--- src/rtl/sw_conditioner.sv ---
// Synchronise, debounce and register the 3-bit switch code; sw_out/sw_chg land DB_CYCLES+3 edges after a held change.
// Optional SW_CODE_FILTER_EN rejects codes the downstream FSM does not decode (flagged on sw_illegal).
module sw_conditioner #(
    parameter int DB_CYCLES = 1_000_000
) (
    input  logic       clk,
    input  logic       rst,
    input  logic [2:0] sw_raw,
    output logic [2:0] sw_out,
    output logic       sw_chg,
    output logic       busy,
    output logic       sw_illegal
);

    localparam int CW = (DB_CYCLES > 1) ? $clog2(DB_CYCLES) : 1;
    localparam logic [CW-1:0] CNT_MAX = CW'(DB_CYCLES - 1);

    logic [2:0]    sync1;
    logic [2:0]    sync2;
    logic [2:0]    cand;
    logic [CW-1:0] cnt;
    logic          stable;
    logic          accept;

    always_ff @(posedge clk or posedge rst) begin
        if (rst) begin
            sync1 <= 3'b000;
            sync2 <= 3'b000;
        end else begin
            sync1 <= sw_raw;
            sync2 <= sync1;
        end
    end

    // Any movement of the synchronised code restarts the hold count; the count saturates.
    always_ff @(posedge clk or posedge rst) begin
        if (rst) begin
            cand <= 3'b000;
            cnt  <= '0;
        end else if (sync2 != cand) begin
            cand <= sync2;
            cnt  <= '0;
        end else if (cnt != CNT_MAX) begin
            cnt <= cnt + CW'(1);
        end
    end

    assign stable = (sync2 == cand) && (cnt == CNT_MAX);

`ifdef SW_CODE_FILTER_EN
    logic legal;
    assign legal = (cand == 3'b000) || (cand == 3'b001) || (cand == 3'b010) ||
                   (cand == 3'b100) || (cand == 3'b111);
    assign accept = stable && (cand != sw_out) && legal;

    // Flag holds until the candidate moves, i.e. the same cycle cand reloads.
    always_ff @(posedge clk or posedge rst) begin
        if (rst) begin
            sw_illegal <= 1'b0;
        end else if (sync2 != cand) begin
            sw_illegal <= 1'b0;
        end else if (stable && (cand != sw_out) && !legal) begin
            sw_illegal <= 1'b1;
        end
    end
`else
    assign accept     = stable && (cand != sw_out);
    assign sw_illegal = 1'b0;
`endif

    always_ff @(posedge clk or posedge rst) begin
        if (rst) begin
            sw_out <= 3'b000;
            sw_chg <= 1'b0;
        end else begin
            sw_chg <= accept;
            if (accept) begin
                sw_out <= cand;
            end
        end
    end

    assign busy = (cand != sw_out);

endmodule

--- config.mk ---
export PLATFORM = sky130hd
export DESIGN_NAME = sw_conditioner
export DESIGN_NICKNAME = d
export VERILOG_FILES = /design/src/rtl/sw_conditioner.sv
export SDC_FILE = /design/constraint.sdc
export NUM_CORES = 1
export LEC_CHECK = 0
export CAP_MARGIN = 20
export CORE_MARGIN = 2
export CORE_UTILIZATION = 45
export DETAILED_ROUTE_END_ITERATION = 10
export PLACE_DENSITY = 0.69
export SLEW_MARGIN = 20
export SYNTH_ARGS = -nofsm -noshare
export SYNTH_HDL_FRONTEND = slang
export SYNTH_SLANG_ARGS = --single-unit
--- constraint.sdc ---
create_clock -name clk -period 1.8 [get_ports clk]
set_clock_uncertainty 0.1 [all_clocks]
set_input_delay 0.36 -clock clk [delete_from_list [all_inputs] [get_ports clk]]
set_output_delay 0.36 -clock clk [all_outputs]
set_load 0.1 [all_outputs]
==> flow_summary.ini <==
[cts]
clk_path_buf_depth = 2
clockRootBuffer = clkbuf_4
cts.sinks = 33
clk_pin_slew_ns = 0.11
cts_made_buffers = 5
h-tree-depth = 2
clkLatencyLatePin_ns = 0.34
tritoncts = yes

[drt]
wirelength_um = 3530
drc = 0
drt_iter0_markers = 54
drtAntennaViolNets = 0
drt-wirelength-per-cell_um = 15.8
routed_via_density = 5.57
firstDrtPassIters = 4
vias = 1243

[worst_setup_path]
crit_type = reg2reg
timing.rr.start = cnt[6]
critPathLaunchType = flip-flop
rrSetupSlack_ns = -0.21
r2r-end = sw_out[0]
endpoint_kind = flip-flop
required_ns = 1.94
worst-r2r-cell-count = 4
crit_fanout = 3
crit_arrival_ns = 2.15

[power]
power.share.sequential_pct = 53.6
clock_power_share_pct = 39.9
swShare_pct = 24.1
peakVddDrop_mv = 0.458
power_w = 0.00142
p_sw_w = 0.000343
pwr-share-comb_pct = 6.5
p_leak_nw = 0.901
power_density_nw_per_um2 = 654
p_int_w = 0.00108

[yosys]
yosysSeqAreaShare_pct = 51.5
synth_top_area_share_pct = 51.5
syn_area_um2 = 1600
yosysWarningCount = 0
synth_area_leader_cell = dfrtp_1
yosysMostFrequentCell = dfrtp_1
synthTopCellsByCount = dfrtp_1 (33), nor2_1 (12), xor2_1 (10)
ys_async_sr_fraction_pct = 100
ys_top_cells_by_area = dfrtp_1 (52%), xor2_1 (5.5%), xnor2_1 (4.9%)
synth_cell_types = 36
syn_avg_cell_area_um2 = 11.0
synth_edf_count = 0
synth_fp_nets = 152
ys_ff_latch = 33
synth_cells = 146
synth_ff_type = dfrtp_1

[min_path]
hold_depth = 0
min_from = sync1[1]
worst_hold_path.endpoint = sync2[1]
hold_class = reg2reg

[timing]
setup_viol = 18
finalSetupTns_ns = -2.79
rsz0062_at_grt = true
fin_ws_ns = -0.214
slew_viol_final = 0
clock.fmax_mhz = 496
finalHoldViolCount = 0
holdWs_ns = 0.259
post-route-period-util_pct = 112
finalCriticalPeriod_ns = 2.01

[global_route]
grt-ovfl-total = 0
grt_usage_pct = 19.7
grt_pass1_vias = 1232
antenna_found_initial = 0
grt_pass1_wl_um = 6000
grt_max_degree = 34

[die]
chipHeight_um = 63.7
io_pins = 11
initial_core_util_pct = 47.3
core_um2 = 3390
rows = 21
die-area_um2 = 4060
die_w_um = 63.7

[run_status]
status = finished, violations left
violations = setup timing

[placement]
port_buffers = 9
globalplace.congestion = 0.799
hpwl_um = 2330

[layout]
fillers = 250
final_nets = 182
antenna_cells = 0
area_growth_pct = 35.8
drive_gt1_share_pct = 45.2

[job]
maxCapViolCount = 0
==> cells in the final DEF (no fill, tap or decap), types with 4 or more instances in the layout <==
cell / Yosys / routed
nand3_1: 9 / 7
nand4_1: 9 / 9
clkbuf_4: 0 / 5
a21oi_2: 0 / 8
nand2_1: 6 / 5
dfrtp_1: 33 / 30
nor2_1: 12 / 10
buf_12: 0 / 5
buf_4: 1 / 19
xor2_1: 10 / 10
clkdlybuf4s50_1: 0 / 4
xnor2_1: 9 / 6
==> power by group through the flow <==
stage          Clock, W  Combinational (W)  Sequential [W]
6_report       0.000568          0.0000927        0.000763
5_1_grt        0.000623           0.000102        0.000765
4_1_cts        0.000582          0.0000894        0.000763
3_5_place_dp          0          0.0000847        0.000776
3_3_place_gp          0          0.0000832        0.000776
2_1_floorplan         0          0.0000575        0.000775
==> through the flow <==
stage,util [%],area (um2),setup slack (ns),std cells
after global placement,56.1,1900,-0.107,209
final,64.2,2180,-0.214,223
after floorplan,-,1620,-0.153,146
after CTS,61.2,2070,-0.183,219
after global routing,64.2,2180,-0.286,223
after detailed placement,56.1,1900,-0.187,209
==> critical path, cell delays in order (launching register included) <==
cell,delay (ns)
dfrtp_1,0.43
or4b_4,0.56
nand4bb_4,0.27
nor3_4,0.19
mux2_2,0.37
==> registers in the layout, indices dropped and copies added, names as in the netlist <==
register and flops:
cand 3, cnt 20, sw_chg 1, sw_out 3
sync1 3, sync2 3
==> logic make-up (layout without fill, tap and decap cells) <==
kind of cell / count (synthesis) / count (layout) / share of synthesized area, %
compound gates: 17 / 17 / 6.17
xor+xnor: 19 / 19 / 10.4
fa+ha+maj: 1 / 1 / 0.781
buf+inv: 10 / 41 / 2.65
flops: 33 / 33 / 51.5
mux: 3 / 3 / 2.11
other cells: 1 / 1 / 0.234
simple gates: 62 / 62 / 26.2
==> routing by layer <==
layer	track usage, %	share of wire (%)	vias up
met4	10.1	3.4	0
met3	5.54	4.8	13
met5	0	0	-
met2	29.5	50	30
li1	-	-	582
met1	26.2	42	618
==> how the worst max path moves through the flow <==
stage	start	endpoint	slack, ns
final	cnt[6]	sw_out[0]	-0.21
after global routing	cnt[6]	sw_out[0]	-0.29
after CTS	cnt[6]	sw_out[0]	-0.18
after detailed placement	cnt[6]	sw_out[0]	-0.19
after global placement	cnt[6]	sw_out[1]	-0.11
after floorplan	cnt[10]	sw_out[0]	-0.15
==> repair_timing <==
item	in CTS	in global routing
hold buffers	0	0
buffers inserted	2	5
endpoints found under the setup margin	16	21
pin swaps	5	12
gates resized for setup	14	20
==> final cells by class <==
cell class | instances | area, um2 | area share (%)
timing repair buffer | 31 | 317 | 14.5
clock inverter | 3 | 46.3 | 2.13
tap | 46 | 57.6 | 2.64
multi-input combinational | 103 | 882 | 40.5
sequential | 33 | 830 | 38.1
inverter | 2 | 7.51 | 0.345
clock buffer | 5 | 37.5 | 1.72
No activity file was read; power rests on OpenSTA's default activity.
